$ cat src/rtl/gpio_bus_responder_if.sv
// Data-bus request/response bundle between the core's load/store unit and
// the GPIO peripheral.
interface gpio_bus_responder_if;
    logic        Mem_Read_i;
    logic        Mem_Write_i;
    logic [31:0] Address_i;
    logic [31:0] Write_Data_i;
    logic [31:0] Read_Data_o;
    logic        Ready_o;

    modport master (
        output Mem_Read_i,
        output Mem_Write_i,
        output Address_i,
        output Write_Data_i,
        input  Read_Data_o,
        input  Ready_o
    );

    modport slave (
        input  Mem_Read_i,
        input  Mem_Write_i,
        input  Address_i,
        input  Write_Data_i,
        output Read_Data_o,
        output Ready_o
    );
endinterface

$ cat src/rtl/gpio_bus_responder.sv
// Memory-mapped GPIO block: OUT/IN/EDGE/IRQ_EN registers, a two-flop input
// synchronizer, sticky rising-edge flags and a maskable level interrupt.
module gpio_bus_responder #(
    parameter logic [31:0] BASE_ADDRESS = 32'h1001_0024,
    parameter int          NBITS        = 8
) (
    input  logic             clk,
    input  logic             reset,
    gpio_bus_responder_if.slave bus,
    input  logic [NBITS-1:0] gpio_port_in,
    output logic [NBITS-1:0] gpio_port_out,
    output logic             Irq_o
);

    typedef enum logic {
        IDLE,
        RESP
    } state_t;

    state_t state;
    state_t next_state;

    logic             accept;
    logic             ready;
    logic             write_accept;
    logic             read_accept;
    logic [31:0]      offset;
    logic             in_window;
    logic [1:0]       reg_sel;
    logic             write_out;
    logic             write_edge;
    logic             write_irq_en;
    logic [NBITS-1:0] write_bits;
    logic [NBITS-1:0] clear_mask;
    logic [NBITS-1:0] rise;
    logic [NBITS-1:0] edge_next;
    logic [NBITS-1:0] irq_en_next;
    logic [31:0]      read_value;
    logic             unused_write_bits;

    logic [NBITS-1:0] out_reg;
    logic [NBITS-1:0] edge_flags;
    logic [NBITS-1:0] irq_en;
    logic [NBITS-1:0] sync1;
    logic [NBITS-1:0] sync2;
    logic [NBITS-1:0] prev_sample;
    logic [31:0]      read_data;
    logic             irq_reg;

    always_ff @(posedge clk) begin
        if (reset) begin
            state <= IDLE;
        end else begin
            state <= next_state;
        end
    end

    // Requests are only sampled in IDLE, so a held request is taken every other cycle.
    always_comb begin
        next_state = state;
        accept     = 1'b0;
        ready      = 1'b0;
        case (state)
            IDLE: begin
                if (bus.Mem_Read_i || bus.Mem_Write_i) begin
                    accept     = 1'b1;
                    next_state = RESP;
                end
            end
            RESP: begin
                ready      = 1'b1;
                next_state = IDLE;
            end
            default: next_state = IDLE;
        endcase
    end

    // Addresses below the base wrap to huge offsets and fail the window check.
    assign offset    = bus.Address_i - BASE_ADDRESS;
    assign in_window = (offset < 32'h0000_0010);
    assign reg_sel   = offset[3:2];

    assign write_accept = accept & bus.Mem_Write_i;
    assign read_accept  = accept & bus.Mem_Read_i & ~bus.Mem_Write_i;

    assign write_out    = write_accept & in_window & (reg_sel == 2'd0);
    assign write_edge   = write_accept & in_window & (reg_sel == 2'd2);
    assign write_irq_en = write_accept & in_window & (reg_sel == 2'd3);

    assign write_bits        = bus.Write_Data_i[NBITS-1:0];
    assign unused_write_bits = ^bus.Write_Data_i[31:NBITS];

    // A fresh rise wins over a same-cycle write-1-to-clear.
    assign clear_mask  = write_edge ? write_bits : '0;
    assign rise        = sync2 & ~prev_sample;
    assign edge_next   = (edge_flags & ~clear_mask) | rise;
    assign irq_en_next = write_irq_en ? write_bits : irq_en;

    always_comb begin
        read_value = '0;
        if (in_window) begin
            case (reg_sel)
                2'd0:    read_value[NBITS-1:0] = out_reg;
                2'd1:    read_value[NBITS-1:0] = sync2;
                2'd2:    read_value[NBITS-1:0] = edge_flags;
                default: read_value[NBITS-1:0] = irq_en;
            endcase
        end
    end

    always_ff @(posedge clk) begin
        if (reset) begin
            out_reg     <= '0;
            edge_flags  <= '0;
            irq_en      <= '0;
            sync1       <= '0;
            sync2       <= '0;
            prev_sample <= '0;
            read_data   <= '0;
            irq_reg     <= 1'b0;
        end else begin
            sync1       <= gpio_port_in;
            sync2       <= sync1;
            prev_sample <= sync2;
            edge_flags  <= edge_next;
            irq_en      <= irq_en_next;
            irq_reg     <= |(edge_next & irq_en_next);
            if (write_out) begin
                out_reg <= write_bits;
            end
            if (read_accept) begin
                read_data <= read_value;
            end
        end
    end

    assign bus.Ready_o     = ready;
    assign bus.Read_Data_o = read_data;
    assign gpio_port_out   = out_reg;
    assign Irq_o           = irq_reg;

endmodule

$ cat src/flat_wrapper.sv
// flat-port wrapper written by rule: the top's interface ports become plain ports
module gpio_bus_responder_flat 
#(
    parameter logic [31:0] BASE_ADDRESS = 32'h1001_0024,
    parameter int          NBITS        = 8
)
  (clk, reset, gpio_port_in, gpio_port_out, Irq_o, bus_Mem_Read_i, bus_Mem_Write_i, bus_Address_i, bus_Write_Data_i, bus_Read_Data_o, bus_Ready_o);
  gpio_bus_responder_if bus_i ();
  input  logic clk;
  input  logic reset;
  input  logic [NBITS-1:0] gpio_port_in;
  output logic [NBITS-1:0] gpio_port_out;
  output logic Irq_o;
  input wire logic [$bits(bus_i.Mem_Read_i)-1:0] bus_Mem_Read_i;
  input wire logic [$bits(bus_i.Mem_Write_i)-1:0] bus_Mem_Write_i;
  input wire logic [$bits(bus_i.Address_i)-1:0] bus_Address_i;
  input wire logic [$bits(bus_i.Write_Data_i)-1:0] bus_Write_Data_i;
  output wire logic [$bits(bus_i.Read_Data_o)-1:0] bus_Read_Data_o;
  output wire logic [$bits(bus_i.Ready_o)-1:0] bus_Ready_o;
  assign bus_i.Mem_Read_i = bus_Mem_Read_i;
  assign bus_i.Mem_Write_i = bus_Mem_Write_i;
  assign bus_i.Address_i = bus_Address_i;
  assign bus_i.Write_Data_i = bus_Write_Data_i;
  assign bus_Read_Data_o = bus_i.Read_Data_o;
  assign bus_Ready_o = bus_i.Ready_o;
  gpio_bus_responder #(.BASE_ADDRESS(BASE_ADDRESS), .NBITS(NBITS)) u_core (.clk(clk), .reset(reset), .bus(bus_i), .gpio_port_in(gpio_port_in), .gpio_port_out(gpio_port_out), .Irq_o(Irq_o));
endmodule
$ cat config.mk
export PLATFORM = sky130hd
export DESIGN_NAME = gpio_bus_responder_flat
export DESIGN_NICKNAME = d
export VERILOG_FILES = /design/src/rtl/gpio_bus_responder_if.sv /design/src/rtl/gpio_bus_responder.sv /design/src/flat_wrapper.sv
export SDC_FILE = /design/constraint.sdc
export NUM_CORES = 1
export LEC_CHECK = 0
export CORE_MARGIN = 10
export CORE_UTILIZATION = 37
export CTS_BUF_LIST = sky130_fd_sc_hd__clkbuf_2
export CTS_CLUSTER_SIZE = 20
export DETAILED_ROUTE_END_ITERATION = 8
export GPL_TIMING_DRIVEN = 0
export PLACE_DENSITY = 0.82
export SETUP_SLACK_MARGIN = 0.2
export SLEW_MARGIN = 30
export SYNTH_ARGS = -nofsm -noshare
export SYNTH_HDL_FRONTEND = slang
export SYNTH_SLANG_ARGS = --single-unit
export TNS_END_PERCENT = 5
$ cat constraint.sdc
create_clock -name clk -period 3.5 [get_ports clk]
set_input_delay 0.7 -clock clk [delete_from_list [all_inputs] [get_ports clk]]
set_output_delay 0.7 -clock clk [all_outputs]
set_load 0.01 [all_outputs]
# Word level (Yosys, flattened, before mapping)
# Cells that the tools add are included.
word_totals:
  output_inout_bits: 42
  input_bits: 76
  regBits: 58
  word_cells: 40
op_classes:
  bitwise_logic: 15
  addsub: 1
  order_cmp: 1
  n_mux: 8
  n_eq_ne: 3
  reduce_logical: 3
ops:
  columns: ["op", "n"]
  rows:
  - ["< comparator 32 x 5 -> 1 bit, second input constant", 1]
  - ["subtractor 32 x 29 -> 32 bit, second input constant", 1]
  - ["bitwise AND 8 bit", 3]
  - ["2-to-1 mux 8 bit", 3]
  - ["case mux 8 bit (3 select lines)", 1]
  - ["inverter 8 bit", 2]
  - ["OR 8 bit", 1]
  - ["OR reduction 8 bit", 1]
  - ["bitwise AND 1 bit", 7]
  - ["== test 2 bit, second input constant", 2]
  - ["2-to-1 mux 1 bit", 3]
  - ["== test 2 x 1 -> 1 bit, second input constant", 1]
  - ["zero test 2 bit", 1]
  - ["inverter 1 bit", 2]
  - ["case mux 1 bit (2 select lines)", 1]
  - ["logical OR 1 bit", 1]

# Longest topological paths before layout
# Gate-level depths: netlist of run 1.
logic_depth:
  depth_word: 12
  depth_mapped: 10
  mapped_depth_nobuf: 9

# Worst setup path before layout of run 1
# Ideal clock, no wire load.
synth_timing:
  kind: "input -> register"
  startpoint: "in bus_Address_i[14]"
  endpoint: "reg u_core.irq_reg (netlist: u_core.Irq_o)"
  path_stages: 9
  t_arrival_ns: 3.336
  required_ns: 3.366
  path_buffers: 0
  slack_ns: 0.030
  setup_time_ns: 0.134
  cell_sequence: "or3_1 or4_4 o21ai_4 o211a_4 o21ai_4 nor3_4 mux2_4 a2111oi_4 a41oi_2"
synth_via:
  elab_chain_len: 10
  elab_cells_between_ends: 12
  cone_classes: "add/sub: 1; order compare: 1; mux: 2; bitwise: 7; reduce/logical: 1"
synth_rtl:
  columns: ["item", "line", "source"]
  rows:
  - ["start: declaration", "flat_wrapper.sv:16", "input wire logic [$bits(bus_i.Address_i)-1:0] bus_Address_i;"]
  - ["subtractor 32 x 29 -> 32 bit *", "gpio_bus_responder.sv:79", "assign offset = bus.Address_i - BASE_ADDRESS;"]
  - ["< comparator 32 x 5 -> 1 bit *", "gpio_bus_responder.sv:80", "assign in_window = (offset < 32'h0000_0010);"]
  - ["bitwise AND 1 bit *", "gpio_bus_responder.sv:87, gpio_bus_responder.sv:88", null]
  - ["bitwise AND 1 bit", "gpio_bus_responder.sv:87", "assign write_edge = write_accept & in_window & (reg_sel == 2'd2);"]
  - ["2-to-1 mux 8 bit", "gpio_bus_responder.sv:94", "assign clear_mask = write_edge ? write_bits : '0;"]
  - ["inverter 8 bit", "gpio_bus_responder.sv:96", "assign edge_next = (edge_flags & ~clear_mask) | rise;"]
  - ["bitwise AND 8 bit", "gpio_bus_responder.sv:96", null]
  - ["OR 8 bit", "gpio_bus_responder.sv:96", null]
  - ["bitwise AND 8 bit *", "gpio_bus_responder.sv:127", "irq_reg <= |(edge_next & irq_en_next);"]
  - ["OR reduction 8 bit *", "gpio_bus_responder.sv:127", null]
  - ["end signal: assignment", "gpio_bus_responder.sv:127", null]
  - ["end: declaration", "gpio_bus_responder.sv:48", "logic irq_reg;"]
# Mark *: on every way between the ends. The rest lies on a longest branch, timed or not.
# A chain may end at the register's enable or synchronous reset.

# Worst setup path in the final report of run 1
layout_timing:
  startpoint: "in bus_Address_i[19]"
  endpoint: "reg u_core.irq_reg (netlist: u_core.Irq_o)"
# Same word-level chain as after synthesis.

==> results_dict.tcl, run 1 <==
set metrics [dict create \
    first_iter_violations 229 \
    cts_buffers 9 \
    worstPathCellList "clkdlybuf4s50_1 -> or4_2 -> o21ai_4 -> nand4_4 -> buf_4 -> nor4_2 -> o21ai_2 -> a2111oi_4 -> a41oi_2" \
    critical_path_depth 9 \
    wl_per_cell_um 16.7 \
    setup-violations-final 0 \
    worstPathMaxFanout 7 \
    crit_family "simple AND/OR/NAND/NOR gates" \
    r2r-start "u_core.state" \
    ir_worst_vdd_mv 0.268 \
    highest_layer "met4" \
    drive_above_1_share_pct 27.8 \
    avgSynthCellArea_um2 9.33 \
    wl_met2_um 4930 \
    antenna_found_initial 0 \
    synth_area_leaders "dfxtp_1 (35%), buf_4 (5.5%), mux4_2 (5.5%), mux2i_1 (4.9%), nor2b_1 (4.8%)" \
    yosysWarningCount 0 \
    finalClockSkew_ns 0.0158 \
    ctsLongestPathBuffers 2 \
    boundaryPins 118 \
    cts_tree "done" \
    status "finished clean" \
    final_antenna_net_count 0 \
    grt_pass1_wl_um 14900 \
    syn_to_final_growth_pct 40.0 \
    grt_pass1_vias 3007 \
    leakage_nw 1.81 \
    end_kind "flop" \
    slew_headroom_pct 44.2 \
    num_vias 3076 \
    crit_start "bus_Address_i[19]" \
    dieArea_um2 13100 \
    cap_viol_max_count 0 \
    ctsRootBufferMaster "clkbuf_2" \
    gp_congestion 0.869 \
    r2r-end "u_core.Irq_o" \
    reg2reg_slack_ns 1.05 \
    dr.pass1.iters 7 \
    holdWs_ns 0.445 \
    hold_depth 2 \
    postSynthCellCount 353 \
    path_clk_slew_ns 0.15 \
    final_util_pct 53.1 \
    powerDensity_nw_per_um2 288 \
    antennaDiodeCount 0 \
    hold_start "reset" \
    holdPathEnd "u_core.Irq_o" \
    final_area_um2 4610 \
    initial_core_util_pct 37.9 \
    viasPerCell 5.28 \
    ff2ff_path_depth 8 \
    max_stage_delay_ns 0.76 \
    yosysTopAreaCell "dfxtp_1" \
    cts.sinks 58 \
    grt_max_degree 11 \
    clk_latency_ns 0.48 \
    arrival_ns 3.67 \
    dpl_cell_area_um2 4160 \
    critPathLaunchType "primary input" \
    drt_wl_total_um 9750 \
    crit_buf_inv 2 \
    die_h_um 114 \
    rows 34 \
    yosysMostFrequentCell "dfxtp_1" \
    met3_length_um 791 \
    coreArea_um2 8680 \
    place.port_buffers 64 \
    tightest_slew_ns 0.835 \
    crit_slowest_cell "or4_2" \
    slew_violations 0 \
    fin_crit_sh_pct 94.0 \
    grt_use_total_pct 14.1 \
    synth_seq_cells 58 \
    drc 0 \
    synth_flop_cell "dfxtp_1" \
    wl_met1_um 3930 \
    hold_path_class "primary input to flop" \
    required_ns 3.88 \
    cts-htree-levels 3 \
    rsz0062_at_grt "false" \
    synth_enable_flop_cells 0 \
    fmax_mhz 304 \
    synth_top_cell_area_share_pct 35.3 \
    min_period_ns 3.29 \
    tns_ns 0 \
    async_flop_share_pct 0 \
    fp.dieW_um 114 \
    synthesis.area_um2 3290 \
    gr-total-overflow 0 \
    dp_hpwl_um 7220 \
    ys_types 73 \
    crit_type "primary input to flop" \
    hold_viol_final 0 \
    ys_top_cells_by_count "dfxtp_1 (58), nor2b_1 (25), buf_4 (24), nor2_1 (24), nand2_1 (21)" \
    nNetsFinal 547 \
    ys_seq_area_share_pct 35.3 \
]
[kinds of logic after synthesis]
logic type | Yosys count | synth area share [%]
simple gates | 157 | 29.3
compound gates | 61 | 15.1
flops | 58 | 35.3
buf+inv | 49 | 8.89
mux | 25 | 10.8
xor+xnor | 2 | 0.532
other cells | 1 | 0.114
[worst max-delay path by stage]
stage | endpoint | slack [ns]
after global placement | u_core.Irq_o | -0.93
after floorplan | u_core.Irq_o | 0.07
after detailed placement | u_core.Irq_o | -0.89
after global routing | u_core.Irq_o | 0.13
after CTS | u_core.Irq_o | 0.20
final | u_core.Irq_o | 0.21
[layout by cell type, fill, tap and decap left out, drive strengths merged, types with 5 or more instances in the layout]
cell type / count
conb: 24
dlymetal6s2s: 9
nand3: 17
nand2: 22
clkdlybuf4s50: 53
clkbuf: 21
nand2b: 8
o21ai: 8
buf: 48
mux4: 8
dfxtp: 58
nor2: 24
inv: 13
a21oi: 17
nor3: 15
a31oi: 5
nor4: 14
mux2i: 16
o31ai: 5
nor2b: 25
[flip-flops by register name (all words and copies together), names as in the netlist]
| signal | cells |
|---|---|
| u_core.sync2 | 8 |
| u_core.bus.Read_Data_o | 8 |
| u_core.gpio_port_out | 8 |
| u_core.prev_sample | 8 |
| u_core.Irq_o | 1 |
| u_core.sync1 | 8 |
| u_core.edge_flags | 8 |
| u_core.state | 1 |
| u_core.irq_en | 8 |
[report_power, final]
group / switching, mW / internal [mW] / leakage (nW)
clock network: 0.227 / 0.163 / 0.0692
registers: 0.00865 / 0.677 / 0.473
logic: 0.128 / 0.124 / 1.26
total: 0.364 / 0.964 / 1.81
[metal layers]
metal | up-vias | track usage [%]
met1 | 1455 | 16.0
met3 | 19 | 4.56
li1 | 1467 | -
met5 | - | 0
met4 | 0 | 3.34
met2 | 135 | 25.0
[timing repair]
item / 4_1_cts / 5_1_grt
gates resized for setup: 11 / 38
endpoints found under the setup margin: 19 / 18
buffers inserted: 10 / 10
pin swaps: 5 / 25
hold buffers: 0 / 0
endpoints found under the hold margin: 0 / 0
[layout make-up]
class	count	area [um^2]
inverters	13	48.8
clock inverters	4	43.8
flip-flops and latches	58	1160
plain buffers	36	250
fillers	808	4070
well taps	108	135
clock buffers	11	55.1
repair buffers	84	801
multi-input cells	269	2110
[per-stage QoR]
stage | setup slack, ns | instances | total power [mW]
floorplan | 0.0736 | 376 | 0.831
global placement | -0.929 | 548 | 0.922
detailed placement | -0.889 | 548 | 0.927
CTS | 0.205 | 573 | 1.32
global route | 0.133 | 583 | 1.39
finish | 0.209 | 583 | 1.33
(Power assumes the default switching activity.)
==> inputs of run 2 (changes only) <==
--- a/config.mk
+++ b/config.mk
@@ -12,4 +12,5 @@
 export DETAILED_ROUTE_END_ITERATION = 8
 export GPL_TIMING_DRIVEN = 0
+export MAX_ROUTING_LAYER = met4
 export PLACE_DENSITY = 0.82
 export SETUP_SLACK_MARGIN = 0.2
==> constraint.sdc (replaced) <==
create_clock -name clk -period 3.5 [get_ports clk]
set_input_delay 0.35 -clock clk [delete_from_list [all_inputs] [get_ports clk]]
set_output_delay 0.35 -clock clk [all_outputs]
set_load 0.01 [all_outputs]
==> run 2 against run 1 <==
  * Global-route usage down 0.14 points
  * Critical path depth up 1
  * Clock power up 23%
  * Combinational power down 7.9%
  * Routed wire length down 6.9%
  * Register-to-register slack better by 0.10 ns
  * Setup slack better by 0.20 ns
  * Sequential share of layout area up 1.5 points
  * Power up 5.2%
  * Via count down 3.5%
  * Critical path type unchanged
==> results_dict.tcl, run 2 (synthesis results as in run 1) <==
set metrics [dict create \
    final_area_um2 4350 \
    slew_headroom_pct 47.8 \
    crit_type "primary input to flop" \
    rows 34 \
    required_ns 3.87 \
    place.port_buffers 64 \
    syn_to_final_growth_pct 32.0 \
    hold_viol_final 0 \
    use_met3_pct 4.87 \
    nNetsFinal 530 \
    holdWs_ns 0.0945 \
    total_power_mw 1.40 \
    preCtsSetupSlack_ns -0.455 \
    final_util_pct 50.1 \
    fin_crit_sh_pct 88.4 \
    cap_viol_max_count 0 \
    gp_congestion 0.903 \
    dpl_cell_area_um2 4150 \
    gr-max-usage-layer "met2" \
    wl_per_cell_um 16.0 \
    tightest_slew_ns 0.784 \
    ctsRootBufferMaster "clkbuf_2" \
    cts-htree-levels 3 \
    viasPerCell 5.24 \
    cts_buffers 9 \
    tns_ns 0 \
    drive_above_1_share_pct 20.3 \
    clk_latency_ns 0.47 \
    path_clk_slew_ns 0.17 \
    grt_use_total_pct 14.0 \
    cts.sinks 58 \
    drc 0 \
    arrival_ns 3.46 \
    antennaDiodeCount 0 \
    die_h_um 114 \
    dp_hpwl_um 7170 \
    dpl.cell_count 548 \
    critPathLaunchType "primary input" \
    powerDensity_nw_per_um2 321 \
    grt_pass1_wl_um 14500 \
    worstPathMaxFanout 10 \
    status "finished clean" \
    ir_worst_vdd_mv 0.211 \
    layout_common_cells "clkdlybuf4s50_1 (64), dfxtp_1 (58), buf_4 (26)" \
    rsz0062_at_grt "false" \
    slew_violations 0 \
    finalClockSkew_ns 0.0140 \
    boundaryPins 118 \
    use_met1_pct 15.7 \
    fillCellCount 815 \
    final_antenna_net_count 0 \
    grt_pass1_vias 2957 \
    antenna_found_initial 0 \
    cts_tree "done" \
    grt_max_degree 11 \
    ctsHoldBuffers 0 \
    coreArea_um2 8680 \
    met2_usage_pct 23.8 \
    setup-violations-final 0 \
    layoutNonFillerInstCount 567 \
    ctsLongestPathBuffers 2 \
    hold_path_class "primary input to flop" \
    num_vias 2969 \
    end_kind "flop" \
    dr.pass1.iters 5 \
    drt_wl_total_um 9080 \
    first_iter_violations 173 \
    fp.dieW_um 114 \
    fmax_mhz 323 \
    min_period_ns 3.09 \
    dieArea_um2 13100 \
    initial_core_util_pct 37.9 \
    gr-total-overflow 0 \
    finalWorstSetupSlack_ns 0.405 \
    leakage_nw 1.60 \
    mostFrequentLayoutCell "clkdlybuf4s50_1" \
]
-- run 2: cell count changes in the layout (fill, tap and decap cells not counted), sizes merged --
| cell | delta |
|---|---|
| clkbuf | -3 |
| bufinv | +1 |
| clkdlybuf4s50 | +11 |
| dlymetal6s2s | -9 |
| clkinv | +1 |
| buf | -17 |
-- run 2: where the power goes --
group	switching, mW	leakage [nW]	internal, mW
combinational	0.114	1.05	0.117
clock	0.243	0.0810	0.235
sequential	0.00914	0.473	0.678
-- run 2: repair_timing --
action | CTS | global route
endpoints found under the setup margin | 1 | 11
pin swaps | 1 | 1
resized for setup | 1 | 2
setup buffers | 2 | 1
-- run 2: area by class of cell --
class,instances,area [um^2],area share [%]
Tap cell,108,135,3.11
Clock buffer,10,50.0,1.15
Clock inverter,6,81.3,1.87
Buffer,36,244,5.61
Inverter,13,48.8,1.12
Multi-Input combinational cell,269,1950,44.9
Timing Repair Buffer,67,676,15.5
Sequential cell,58,1160,26.7
-- run 2: final timing paths --
check	start	end	slack, ns	cells after the start
worst min register to register	u_core.sync1[4]	u_core.sync2[4]	0.44	1
worst max-delay path	bus_Address_i[14]	u_core.Irq_o	0.41	10
worst min-delay path	reset	u_core.Irq_o	0.09	2
worst max register to register	u_core.state	u_core.Irq_o	1.15	8
-- run 2: layer usage --
layer  wire length, um  part of all wire (%)  up-vias
li1                  -                     -     1440
met1              3630                    40     1381
met2              4560                    50      141
met3               856                   9.4        7
met4                30                  0.33        0
met5                 0                     0        -
-- run 2: critical path: stages --
cell and delay, ns:
clkdlybuf4s50_1 0.43, or3_1 0.48, or4_4 0.54, o21ai_4 0.18, o211a_4 0.21, o21ai_4 0.12
nor3_4 0.28, mux2_4 0.35, a2111oi_4 0.37, a41oi_2 0.15
==> inputs of run 3 (changes only) <==
Settings changed: SETUP_SLACK_MARGIN 0.2 to 0.02.
==> run 3 against run 2 <==
  * Clock power about the same
  * Count of clock-buffer cells in the layout unchanged
  * Clock skew decreased by 0.00086 ns
  * Final area decreased by 0.43%
  * Global-route usage about the same
  * Critical path depth decreased by 1
  * Critical path type unchanged
  * Largest cell class unchanged
==> results_dict.tcl, run 3 (synthesis results as in run 1) <==
set metrics [dict create \
    cts_tree "done" \
    fp.dieW_um 114 \
    status "finished clean" \
    gr-total-overflow 0 \
    p_sw_share_pct 26.2 \
    final_antenna_net_count 0 \
    cts.sinks 58 \
    layoutNonFillerInstCount 567 \
    hold_path_class "primary input to flop" \
    antenna_found_initial 0 \
    required_ns 3.86 \
    gp_congestion 0.903 \
    critPathLaunchType "primary input" \
    rows 34 \
    wl_per_cell_um 16.0 \
    nNetsFinal 530 \
    holdPathEnd "u_core.Irq_o" \
    dieArea_um2 13100 \
    slew_headroom_pct 40.8 \
    met3_length_um 775 \
    crit_type "primary input to flop" \
    ctsLongestPathBuffers 2 \
    p_seq_share_pct 49.2 \
    highest_layer "met4" \
    wl_met1_um 3680 \
    syn_to_final_growth_pct 31.5 \
    reg2reg_slack_ns 1.14 \
    fillCellCount 813 \
    viasPerCell 5.19 \
    fmax_mhz 303 \
    grt_use_total_pct 14.0 \
    drive_above_1_share_pct 20.0 \
    mostFrequentLayoutCell "clkdlybuf4s50_1" \
    r2r-start "u_core.state" \
    grt_pass1_wl_um 14500 \
    ctsRootBufferMaster "clkbuf_2" \
    first_iter_violations 148 \
    tns_ns 0 \
    boundaryPins 118 \
    clk_latency_ns 0.46 \
    ctsHoldBuffers 0 \
    die_h_um 114 \
    fin_crit_sh_pct 94.2 \
    min_period_ns 3.30 \
    dpl.cell_count 548 \
    ir_worst_vdd_mv 0.210 \
    hold_start "reset" \
    place.port_buffers 64 \
    r2r-end "u_core.Irq_o" \
    end_kind "flop" \
    dr.pass1.iters 5 \
    intPower_mw 1.03 \
    drt_wl_total_um 9050 \
    num_vias 2942 \
    cap_viol_max_count 0 \
    antennaDiodeCount 0 \
    pwr-share-comb_pct 16.6 \
    drc 0 \
    ff2ff_path_depth 8 \
    hold_depth 2 \
    rsz0062_at_grt "false" \
    layout_common_cells "clkdlybuf4s50_1 (64), dfxtp_1 (58), buf_4 (27)" \
    grt_max_degree 11 \
    wl_met2_um 4570 \
    coreArea_um2 8680 \
    worstPathMaxFanout 8 \
    p_sw_uw 365 \
    path_clk_slew_ns 0.16 \
    hold_viol_final 0 \
    cts_buffers 9 \
    tightest_slew_ns 0.882 \
    grt_pass1_vias 2941 \
    arrival_ns 3.65 \
    initial_core_util_pct 37.9 \
    setup-violations-final 0 \
    finalClockSkew_ns 0.0132 \
    slew_violations 0 \
    pwr-share-clk_pct 34.2 \
    dp_hpwl_um 7170 \
    cts-htree-levels 3 \
    leakage_nw 1.60 \
    powerDensity_nw_per_um2 322 \
]
==> run 3: cell counts in the layout (fill, tap and decap cells not counted) <==
Identical to the previous run, type by type.
==> run 3: area by class of cell <==
class | count | area (um^2) | share of cell area (%)
multi-input combinational | 269 | 1940 | 44.9
sequential | 58 | 1160 | 26.8
timing repair buffer | 67 | 663 | 15.3
buffer | 36 | 244 | 5.64
tap | 108 | 135 | 3.12
clock inverter | 6 | 81.3 | 1.88
clock buffer | 10 | 50.0 | 1.16
inverter | 13 | 48.8 | 1.13
==> run 3: repair_timing <==
action                                 CTS  global route
setup endpoints to repair                0            13
gates resized for setup                  0             2
setup buffers                            0             3
endpoints found under the hold margin    0             0
==> run 3: routing by layer <==
metal,global-route usage [%],vias up
met2,23.7,119
li1,-,1441
met4,3.26,0
met5,-,-
met1,15.5,1376
met3,4.93,6
==> run 3: worst max-delay path by stage <==
stage,startpoint,to,slack [ns],cells past startpoint
floorplan,bus_Address_i[14],u_core.Irq_o,0.38,9
global placement,bus_Address_i[20],u_core.Irq_o,-0.51,10
detailed placement,bus_Address_i[20],u_core.Irq_o,-0.45,10
CTS,bus_Address_i[20],u_core.Irq_o,0.08,10
global route,bus_Address_i[29],u_core.gpio_port_out[4],0.10,9
finish,bus_Address_i[29],u_core.gpio_port_out[2],0.20,9
==> run 3: critical path: stages <==
cell,delay [ns]
clkdlybuf4s50_1,0.67
or3b_1,0.43
a21o_2,0.22
o221ai_1,0.16
nor4bb_1,0.48
nand3_1,0.28
nor4_4,0.72
mux2i_1,0.28
nor2_1,0.06
==> run 3: metrics by stage <==
step                      total power, mW  hold WS [ns]  util (%)  setup WS (ns)  instance area (um^2)
after floorplan                     0.830         0.414         -          0.380                  3380
after global placement              0.922         0.416      47.9         -0.515                  4150
after detailed placement            0.925         0.420      47.9         -0.455                  4150
after CTS                            1.40        0.0518      49.4         0.0850                  4290
after global routing                 1.47        0.0376      49.9          0.105                  4330
final                                1.40         0.109      49.9          0.203                  4330
==> run 3: power groups by stage <==
stage               clock [mW]  combinational, mW  sequential [mW]
global placement             0              0.223            0.699
floorplan                    0              0.133            0.697
CTS                      0.493              0.226            0.686
finish                   0.477              0.231            0.687
global route             0.527              0.251            0.689
detailed placement           0              0.225            0.700
